## config.mk

```make
export PLATFORM = sky130hd
export DESIGN_NAME = fx_select_ctrl_flat
export DESIGN_NICKNAME = d
export VERILOG_FILES = /design/src/rtl/fx_select_ctrl_if.sv /design/src/rtl/fx_select_ctrl.sv /design/src/flat_wrapper.sv
export SDC_FILE = /design/constraint.sdc
export NUM_CORES = 1
export LEC_CHECK = 0
export ABC_CLOCK_PERIOD_IN_PS = 6100
export BUFFER_PORTS_ARGS = -buffer_cell sky130_fd_sc_hd__buf_2
export CAP_MARGIN = 5
export CORE_MARGIN = 4
export CORE_UTILIZATION = 54
export CTS_BUF_LIST = sky130_fd_sc_hd__clkbuf_8 sky130_fd_sc_hd__clkbuf_16
export DETAILED_ROUTE_END_ITERATION = 7
export PLACE_DENSITY = 0.8
export RECOVER_POWER = 25
export SLEW_MARGIN = 20
export SYNTH_ARGS = -nofsm -noshare
export SYNTH_HDL_FRONTEND = slang
export SYNTH_SLANG_ARGS = --single-unit
```

## constraint.sdc

```tcl
create_clock -name clk -period 6.1 [get_ports clk]
set_clock_uncertainty 0.2 [all_clocks]
set_input_delay 1.22 -clock clk [delete_from_list [all_inputs] [get_ports clk]]
set_output_delay 1.22 -clock clk [all_outputs]
set_load 0.03 [all_outputs]
```

## src/rtl/fx_select_ctrl_if.sv

```systemverilog
// Bus between the effect cores / codec_interface and fx_select_ctrl.
// Optional mute input is present only when FXSEL_MUTE_EN is defined.
interface fx_select_ctrl_if #(
  parameter int NUM_FX = 4
);
  localparam int AW = $clog2(NUM_FX);

  logic                  VALID;
  logic [11:0]           sel_pot;
  logic [16*NUM_FX-1:0]  fx_left;
  logic [16*NUM_FX-1:0]  fx_right;
`ifdef FXSEL_MUTE_EN
  logic                  mute;
`endif
  logic [15:0]           left_out;
  logic [15:0]           right_out;
  logic [AW-1:0]         active_fx;
  logic                  busy;

  // Source side: codec strobe, slider and effect-core samples
  modport master (
    output VALID, sel_pot, fx_left, fx_right,
`ifdef FXSEL_MUTE_EN
    output mute,
`endif
    input  left_out, right_out, active_fx, busy
  );

  // Sequencer side
  modport slave (
    input  VALID, sel_pot, fx_left, fx_right,
`ifdef FXSEL_MUTE_EN
    input  mute,
`endif
    output left_out, right_out, active_fx, busy
  );
endinterface

```

## src/rtl/fx_select_ctrl.sv

```systemverilog
// Click-free effect selector: qualifies the slider request, fades the active
// core out, swaps the mux, fades the new core in. Advances only on VALID.
// Optional feature macro: FXSEL_MUTE_EN (adds mute input and MUTED state).
module fx_select_ctrl #(
  parameter int NUM_FX     = 4,
  parameter int RAMP_LOG2  = 6,
  parameter int SEL_STABLE = 4
) (
  input  logic          clk,
  input  logic          RESET,
  fx_select_ctrl_if.slave bus
);
  localparam int AW = $clog2(NUM_FX);
  localparam int CW = $clog2(SEL_STABLE + 1);
  localparam int GW = RAMP_LOG2 + 1;
  localparam int PW = 16 + GW + 1;
  localparam logic [GW-1:0] GAIN_FULL = {1'b1, {RAMP_LOG2{1'b0}}};
  localparam logic [CW-1:0] CNT_SAT   = CW'(SEL_STABLE);

  typedef enum logic [2:0] {
    ST_RUN, ST_FADE_OUT, ST_SWAP, ST_FADE_IN
`ifdef FXSEL_MUTE_EN
    , ST_MUTED
`endif
  } state_t;

  state_t          state_q, state_d;
  logic [GW-1:0]   gain_q, gain_d;
  logic [AW-1:0]   active_q, active_d;
  logic [AW-1:0]   cand_q, cand_d;
  logic [CW-1:0]   count_q, count_d;
  logic [AW-1:0]   tgt_q, tgt;
  logic [15:0]     left_q, left_d;
  logic [15:0]     right_q, right_d;

  logic [AW+11:0]  req_full;
  logic [AW-1:0]   req;
  logic            mute_req;
  logic            leave_full;

  logic signed [15:0]   fx_l_arr [NUM_FX];
  logic signed [15:0]   fx_r_arr [NUM_FX];
  logic signed [PW-1:0] prod_l, prod_r;
  logic                 unused_bits;

  // Slider decode: the top bits of sel_pot*NUM_FX pick the core
  assign req_full = (AW+12)'(bus.sel_pot) * (AW+12)'(NUM_FX);
  assign req      = req_full[AW+11:12];

`ifdef FXSEL_MUTE_EN
  assign mute_req = bus.mute;
`else
  assign mute_req = 1'b0;
`endif

  // Unpack the flat sample buses into per-core arrays
  generate
    for (genvar gi = 0; gi < NUM_FX; gi++) begin : g_unpack
      assign fx_l_arr[gi] = bus.fx_left[16*gi +: 16];
      assign fx_r_arr[gi] = bus.fx_right[16*gi +: 16];
    end
  endgenerate

  // Request qualification: a candidate must persist SEL_STABLE frames
  always_comb begin
    cand_d  = cand_q;
    count_d = count_q;
    tgt     = (count_q == CNT_SAT) ? cand_q : tgt_q;
    if (bus.VALID) begin
      if (req == cand_q) begin
        if (count_q != CNT_SAT) count_d = count_q + CW'(1);
      end else begin
        cand_d  = req;
        count_d = CW'(1);
      end
    end
  end

  assign leave_full = (tgt != active_q) || mute_req;

  // Next-state and gain ramp; only a VALID frame moves the sequencer
  always_comb begin
    state_d  = state_q;
    gain_d   = gain_q;
    active_d = active_q;
    if (bus.VALID) begin
      case (state_q)
        ST_RUN: begin
          if (leave_full) begin
            state_d = ST_FADE_OUT;
            gain_d  = gain_q - GW'(1);
          end
        end
        ST_FADE_OUT: begin
          if ((tgt == active_q) && !mute_req) begin
            state_d = ST_FADE_IN;
          end else if (gain_q <= GW'(1)) begin
            // also covers entry at gain 0 after an early reversal from FADE_IN
            gain_d = '0;
`ifdef FXSEL_MUTE_EN
            state_d = mute_req ? ST_MUTED : ST_SWAP;
`else
            state_d = ST_SWAP;
`endif
          end else begin
            gain_d = gain_q - GW'(1);
          end
        end
        ST_SWAP: begin
          active_d = tgt;
          state_d  = ST_FADE_IN;
        end
        ST_FADE_IN: begin
          if (leave_full) begin
            state_d = ST_FADE_OUT;
          end else if (gain_q >= GAIN_FULL - GW'(1)) begin
            gain_d  = GAIN_FULL;
            state_d = ST_RUN;
          end else begin
            gain_d = gain_q + GW'(1);
          end
        end
`ifdef FXSEL_MUTE_EN
        ST_MUTED: begin
          gain_d = '0;
          if (!mute_req) state_d = (tgt != active_q) ? ST_SWAP : ST_FADE_IN;
        end
`endif
        default: state_d = ST_RUN;
      endcase
    end
  end

  // Gain multiply uses the pre-update core index and gain
  assign prod_l = PW'(fx_l_arr[active_q]) * PW'($signed({1'b0, gain_q}));
  assign prod_r = PW'(fx_r_arr[active_q]) * PW'($signed({1'b0, gain_q}));

  // Output sample capture: arithmetic shift by taking the bit window
  always_comb begin
    left_d  = left_q;
    right_d = right_q;
    if (bus.VALID) begin
      left_d  = prod_l[RAMP_LOG2 +: 16];
      right_d = prod_r[RAMP_LOG2 +: 16];
    end
  end

  assign unused_bits = ^{req_full[11:0],
                         prod_l[RAMP_LOG2-1:0], prod_l[PW-1:RAMP_LOG2+16],
                         prod_r[RAMP_LOG2-1:0], prod_r[PW-1:RAMP_LOG2+16]};

  // State register with asynchronous reset
  always_ff @(posedge clk or posedge RESET) begin
    if (RESET) begin
      state_q  <= ST_RUN;
      gain_q   <= GAIN_FULL;
      active_q <= '0;
      cand_q   <= '0;
      count_q  <= '0;
      tgt_q    <= '0;
      left_q   <= '0;
      right_q  <= '0;
    end else begin
      state_q  <= state_d;
      gain_q   <= gain_d;
      active_q <= active_d;
      cand_q   <= cand_d;
      count_q  <= count_d;
      tgt_q    <= tgt;
      left_q   <= left_d;
      right_q  <= right_d;
    end
  end

  // Outputs: busy decoded from state, samples and index from registers
  always_comb begin
    bus.busy = (state_q != ST_RUN);
  end

  assign bus.left_out  = left_q;
  assign bus.right_out = right_q;
  assign bus.active_fx = active_q;

endmodule
```

## src/flat_wrapper.sv

```systemverilog
// flat-port wrapper written by rule: the top's interface ports become plain ports
module fx_select_ctrl_flat 
#(
  parameter int NUM_FX     = 4,
  parameter int RAMP_LOG2  = 6,
  parameter int SEL_STABLE = 4
)
  (clk, RESET, bus_VALID, bus_sel_pot, bus_fx_left, bus_fx_right, bus_left_out, bus_right_out, bus_active_fx, bus_busy);
  fx_select_ctrl_if #(.NUM_FX(NUM_FX)) bus_i ();
  input  logic clk;
  input  logic RESET;
  input wire logic [$bits(bus_i.VALID)-1:0] bus_VALID;
  input wire logic [$bits(bus_i.sel_pot)-1:0] bus_sel_pot;
  input wire logic [$bits(bus_i.fx_left)-1:0] bus_fx_left;
  input wire logic [$bits(bus_i.fx_right)-1:0] bus_fx_right;
  output wire logic [$bits(bus_i.left_out)-1:0] bus_left_out;
  output wire logic [$bits(bus_i.right_out)-1:0] bus_right_out;
  output wire logic [$bits(bus_i.active_fx)-1:0] bus_active_fx;
  output wire logic [$bits(bus_i.busy)-1:0] bus_busy;
  assign bus_i.VALID = bus_VALID;
  assign bus_i.sel_pot = bus_sel_pot;
  assign bus_i.fx_left = bus_fx_left;
  assign bus_i.fx_right = bus_fx_right;
  assign bus_left_out = bus_i.left_out;
  assign bus_right_out = bus_i.right_out;
  assign bus_active_fx = bus_i.active_fx;
  assign bus_busy = bus_i.busy;
  fx_select_ctrl #(.NUM_FX(NUM_FX), .RAMP_LOG2(RAMP_LOG2), .SEL_STABLE(SEL_STABLE)) u_core (.clk(clk), .RESET(RESET), .bus(bus_i));
endmodule
```

=== Word-level counts from Yosys, hierarchy flattened ===
Cells that the tools add are included.

* Reduce and logical (&&, ||, !) cells: 8
* Equality and inequality tests: 14
* Add/subtract/negate cells: 3
* Multipliers: 2
* $lt $le $gt $ge: 3
* Bitwise operators: 2
* Muxes and demuxes: 21

{| class="wikitable"
|+ Operators by type and width
! operator !! count
|-
| $bmux W16 S2 || 2
|-
| $mux W16 || 4
|-
| $mul A16 B8 Y22 || 2
|-
| $mux W7 || 5
|-
| $mux W3 || 7
|-
| $pmux W7 S3 || 1
|-
| $pmux W3 S4 || 1
|-
| $add A7 B1 Y7 const B || 1
|-
| $ge A7 B6 Y1 const B || 1
|-
| $le A7 B1 Y1 const B || 1
|-
| $sub A7 B1 Y7 const B || 1
|-
| $eq A3 B2 Y1 const B || 2
|-
| $ne A2 B2 Y1 const B || 3
|-
| $ne A3 B1 Y1 const B || 2
|-
| $reduce_and A2 Y1 || 3
|-
| $reduce_bool A3 Y1 || 2
|-
| $reduce_and A5 Y1 || 1
|-
| $eq A2 B2 Y1 || 2
|-
| $reduce_and A4 Y1 || 1
|-
| $add A3 B1 Y3 const B || 1
|-
| $eq A3 B1 Y1 const B || 1
|-
| $eq A3 B3 Y1 const B || 1
|-
| $ge A3 B3 Y1 const B || 1
|-
| $logic_not A3 Y1 || 1
|-
| 6 further kinds || 6
|}

* Register bits: 51
* Output and inout port bits: 35
* Bits of input ports: 143

=== Depth between registers and ports, before layout ===
* Word-level depth: 5
* Mapped depth: 22

=== Worst setup path before layout ===
Ideal clock, no wire load.

* Kind: reg2reg
* From: register u_core.active_q[0], in the netlist u_core.bus.active_fx[0]
* To: register u_core.left_q[10], in the netlist u_core.bus.left_out[10]
* Required time: 5775 ps
* Stages on the path, launching flop included: 21
* Period minus slack after synthesis: 6357 ps
* Slack: -257 ps
* Buffers on the path: 3
* Data arrival time: 6033 ps
* Path through: dfrtp_1 buf_6 buf_2 buf_1 mux4_2 and2_1 fa_1 fa_1 fa_1 inv_1 fa_1 inv_1 ha_1 a21o_1 a21o_1 a21o_1 a211oi_2 o21bai_1 a21oi_1 xnor2_1 mux2_2

* Longest elaborated chain between the ends: 5

{| class="wikitable"
|+ Ends and longest elaborated chain
! item !! RTL line !! RTL
|-
| from (decl) || fx_select_ctrl.sv:29 || <nowiki>logic [AW-1:0] active_q, active_d;</nowiki>
|-
| from (signal assigned) || fx_select_ctrl.sv:166 || <nowiki>active_q <= active_d;</nowiki>
|-
| $not A2 Y3 (not written as such) || fx_select_ctrl.sv:135 || <nowiki>assign prod_l = PW'(fx_l_arr[active_q]) * PW'($signed({1'b0, gain_q}));</nowiki>
|-
| $bmux W16 S2 || fx_select_ctrl.sv:135 ||
|-
| $mux W16 (not written as such) (2 in series) || fx_select_ctrl.sv:135 ||
|-
| $mul A16 B8 Y22 || fx_select_ctrl.sv:135 ||
|-
| to (signal assigned) || fx_select_ctrl.sv:170 || <nowiki>left_q <= left_d;</nowiki>
|-
| to (decl) || fx_select_ctrl.sv:33 || <nowiki>logic [15:0] left_q, left_d;</nowiki>
|}

No other way between the ends. The select of a mux whose other input is x is not followed.
A chain may end at the register's enable or synchronous reset.

=== Worst setup path after layout ===
* From: input bus_fx_right[51]
* To: register u_core.right_q[12], in the netlist u_core.bus.right_out[12]

* Longest elaborated chain between the ends: 4

{| class="wikitable"
|+ Ends and longest elaborated chain
! item !! RTL line !! RTL
|-
| from (decl) || flat_wrapper.sv:15 || <nowiki>input wire logic [$bits(bus_i.fx_right)-1:0] bus_fx_right;</nowiki>
|-
| $bmux W16 S2 || fx_select_ctrl.sv:136 || <nowiki>assign prod_r = PW'(fx_r_arr[active_q]) * PW'($signed({1'b0, gain_q}));</nowiki>
|-
| $mux W16 (not written as such) (2 in series) || fx_select_ctrl.sv:136 ||
|-
| $mul A16 B8 Y22 || fx_select_ctrl.sv:136 ||
|-
| to (signal assigned) || fx_select_ctrl.sv:171 || <nowiki>right_q <= right_d;</nowiki>
|-
| to (decl) || fx_select_ctrl.sv:34 || <nowiki>logic [15:0] right_q, right_d;</nowiki>
|}

No other way between the ends. The select of a mux whose other input is x is not followed.

==> impl_metrics.toml <==
[run_status]
run_status = "finished with violations"
violations = "capacitance limit, slew limit"

[clocking]
clk_pin_slew_ns = 0.09
h-tree-depth = 2
cts_root_buf = "clkbuf_16"
cts-buffers-inserted = 5
clock_path_buffers = 2
cts_hold_buf = 0
clkSinkCount = 50
cts_tree = "built"
insertion_delay_ns = 0.31

[setup_path]
worstSetupStartpointType = "primary input"
worst_path_max_delay_cell = "mux4_2"
cp-end-kind = "register"
crit_path_max_fanout = 5
worstPathRequired_ns = 6.11
path_cells = "buf_2 > mux4_2 > and2_4 > fa_1 > fa_1 > inv_1 > fa_1 > fa_1 > inv_1 > ha_1 > a21o_1 > a221o_1 > a21oi_4 > buf_4 > nand2_4 > a31oi_4 > o211ai_1 > a31o_2"
cpMostUsedCell = "fa_1"
path_class = "primary input to register"
worstPathArrival_ns = 5.94
cpPeakStageDelay_ns = 0.54

[synth]
synth_cell_types = 65
synthMuxAreaShare = 0.0975
async_reset_ff_frac = 1.00
synthAdderAreaFrac = 0.413
synth_compound_area_frac = 0.0695
ys.flop_type = "dfrtp_1"
synthSimpleGateAreaFrac = 0.163
synth_edf_count = 0
ys_seq_elements = 50
synth_nets = 1494
syn_area_um2 = 10500
ys_warn_count = 0
synth-seq-area-share = 0.119
avgSynthCellArea_um2 = 9.55
synth_xor_area_frac = 0.0367
synth_top_family_by_area = "adder cells"
synth_cells = 1100

[timing]
clock.fmax_mhz = 169
slew_headroom = -1.06
setup_tns_ns = 0
period_share = 0.972
hold_viol_final = 0
worst_pin_slew_ns = 3.10
finalSetupViolCount = 0
rsz0062_at_grt = "yes"
fin_ws_ns = 0.170
slew_viol_final = 51
min_period_ns = 5.93

[place]
dp_hpwl_um = 19100
portBuffers = 167
gp_congestion = 0.849
dp_slack_ns = -0.260

[finish]
syn2layout_area_growth_pct = 17.3
diodes = 0
layout_common_cells = "inv_1, and2_1, buf_2"
n_fill_cell = 1568
final_common_cell = "inv_1"
drive_gt1_frac = 0.257
nNetsFinal = 1695

[min_path]
min_path_type = "register to register"

[floorplanning]
fp.dieW_um = 147
start_util = 0.556
coreArea_um2 = 18900
io-pin-count = 178
std_cell_rows = 50
die_y_um = 147
fp.dieArea_um2 = 21700

[detailed_routing]
vias = 8228
drt_iter0_drc = 397
drcViolationCount = 0
ant_nets = 0
wl_per_cell_um = 15.4
firstDrtPassIters = 5
wl_um = 24100
vias_per_cell = 5.27

[grt]
antenna_found_initial = 0
grt_usage = 0.228
grt_pass1_wl_um = 40400
first_global_vias = 8544
grt_max_degree = 51
grt.overflow.total = 0

[flow_run]
cap_violations = 1
-- final timing paths --
check                                                    startpoint                                   end  slack, ns  depth (start not counted)
worst min-delay path             u_core.bus.left_out[2]$_DFFE_PP0P_    u_core.bus.left_out[2]$_DFFE_PP0P_       0.28                          2
worst max-delay path                               bus_fx_right[51]  u_core.bus.right_out[12]$_DFFE_PP0P_       0.17                         18
max in group asynchronous                                     RESET   u_core.bus.active_fx[1]$_DFFE_PP0P_       1.86                          3
worst max register to register  u_core.bus.active_fx[0]$_DFFE_PP0P_  u_core.bus.right_out[15]$_DFFE_PP0P_       0.28                         21
worst min register to register   u_core.bus.left_out[2]$_DFFE_PP0P_    u_core.bus.left_out[2]$_DFFE_PP0P_       0.28                          2
min in group asynchronous                                     RESET   u_core.bus.left_out[15]$_DFFE_PP0P_       1.88                          3
-- layer usage --
layer,global-route usage,wire length (µm)
met1,0.303,9970
met2,0.399,12200
met3,0.0294,1380
met4,0.0582,488
met5,0,0
-- synthesized netlist by cell type (all sizes together), types with 4 or more instances --
| cell type | number | area [µm²] |
|---|---|---|
| nand4 | 4 | 25.0 |
| mux2i | 4 | 40.0 |
| clkbuf | 36 | 135 |
| inv | 238 | 893 |
| xor2 | 12 | 105 |
| ha | 91 | 1140 |
| fa | 160 | 3200 |
| buf | 6 | 31.3 |
| mux2 | 23 | 263 |
| nor3 | 9 | 45.0 |
| nor2 | 19 | 71.3 |
| a31oi | 5 | 46.3 |
| o21bai | 4 | 33.8 |
| o21a | 4 | 30.0 |
| nand3 | 11 | 55.1 |
| xnor2 | 32 | 280 |
| o21ai | 20 | 100 |
| dfrtp | 49 | 1230 |
| a21oi | 28 | 163 |
| and2 | 171 | 1070 |
| o31ai | 9 | 67.6 |
| a21o | 10 | 75.1 |
| nand2 | 81 | 312 |
| mux4 | 32 | 721 |
-- area by class of cell --
type / count / area, µm² / area share
clock buffers: 5 / 125 / 0.0102
clock inverters: 3 / 26.3 / 0.00213
inverters: 238 / 893 / 0.0725
multi-input cells: 770 / 8290 / 0.674
flip-flops and latches: 50 / 1250 / 0.102
well taps: 260 / 325 / 0.0264
repair buffers: 236 / 1400 / 0.113
-- worst max-delay path, delay by kind of cell --
family	cells	cell delay [ns]
adder cells (fa/ha/maj)	5	2.18
AO/OA/AOI/OAI	6	1.41
multiplexers	1	0.54
buffers and inverters	4	0.34
AND/OR/NAND/NOR	2	0.26
-- state kept, by name, indices dropped and copies added, names as in the netlist --
register and flops:
u_core.gain_q 7, u_core.bus.active_fx 2, u_core.count_q 3, u_core.cand_q 2, u_core.bus.right_out 16, u_core.tgt_q 2
u_core.state_q 2, u_core.bus.left_out 16
-- kinds of logic after synthesis --
family / Yosys count
DFF: 50
adders and majority gates: 251
buffers and inverters: 280
muxes: 59
AOI/OAI and AO/OA: 103
and+or+nand+nor: 313
xor gates and xnor gates: 44
-- stage by stage --
step / instance area (µm²) / cells / hold slack (ns) / util
5_1_grt: 12300 / 1562 / 0.316 / 0.652
4_1_cts: 12200 / 1557 / 0.290 / 0.644
3_5_place_dp: 12000 / 1549 / 0.268 / 0.636
2_1_floorplan: 10500 / 1100 / 0.274 / -
3_3_place_gp: 12000 / 1549 / 0.263 / 0.636
6_report: 12300 / 1562 / 0.284 / 0.652
-- timing repair --
item	in CTS	in global routing
gates resized for setup	0	26
setup buffers	0	5
setup endpoints to repair	0	11
Power is not shown: default switching activity piles up to over one toggle a cycle in this logic, so the estimate is an artifact.
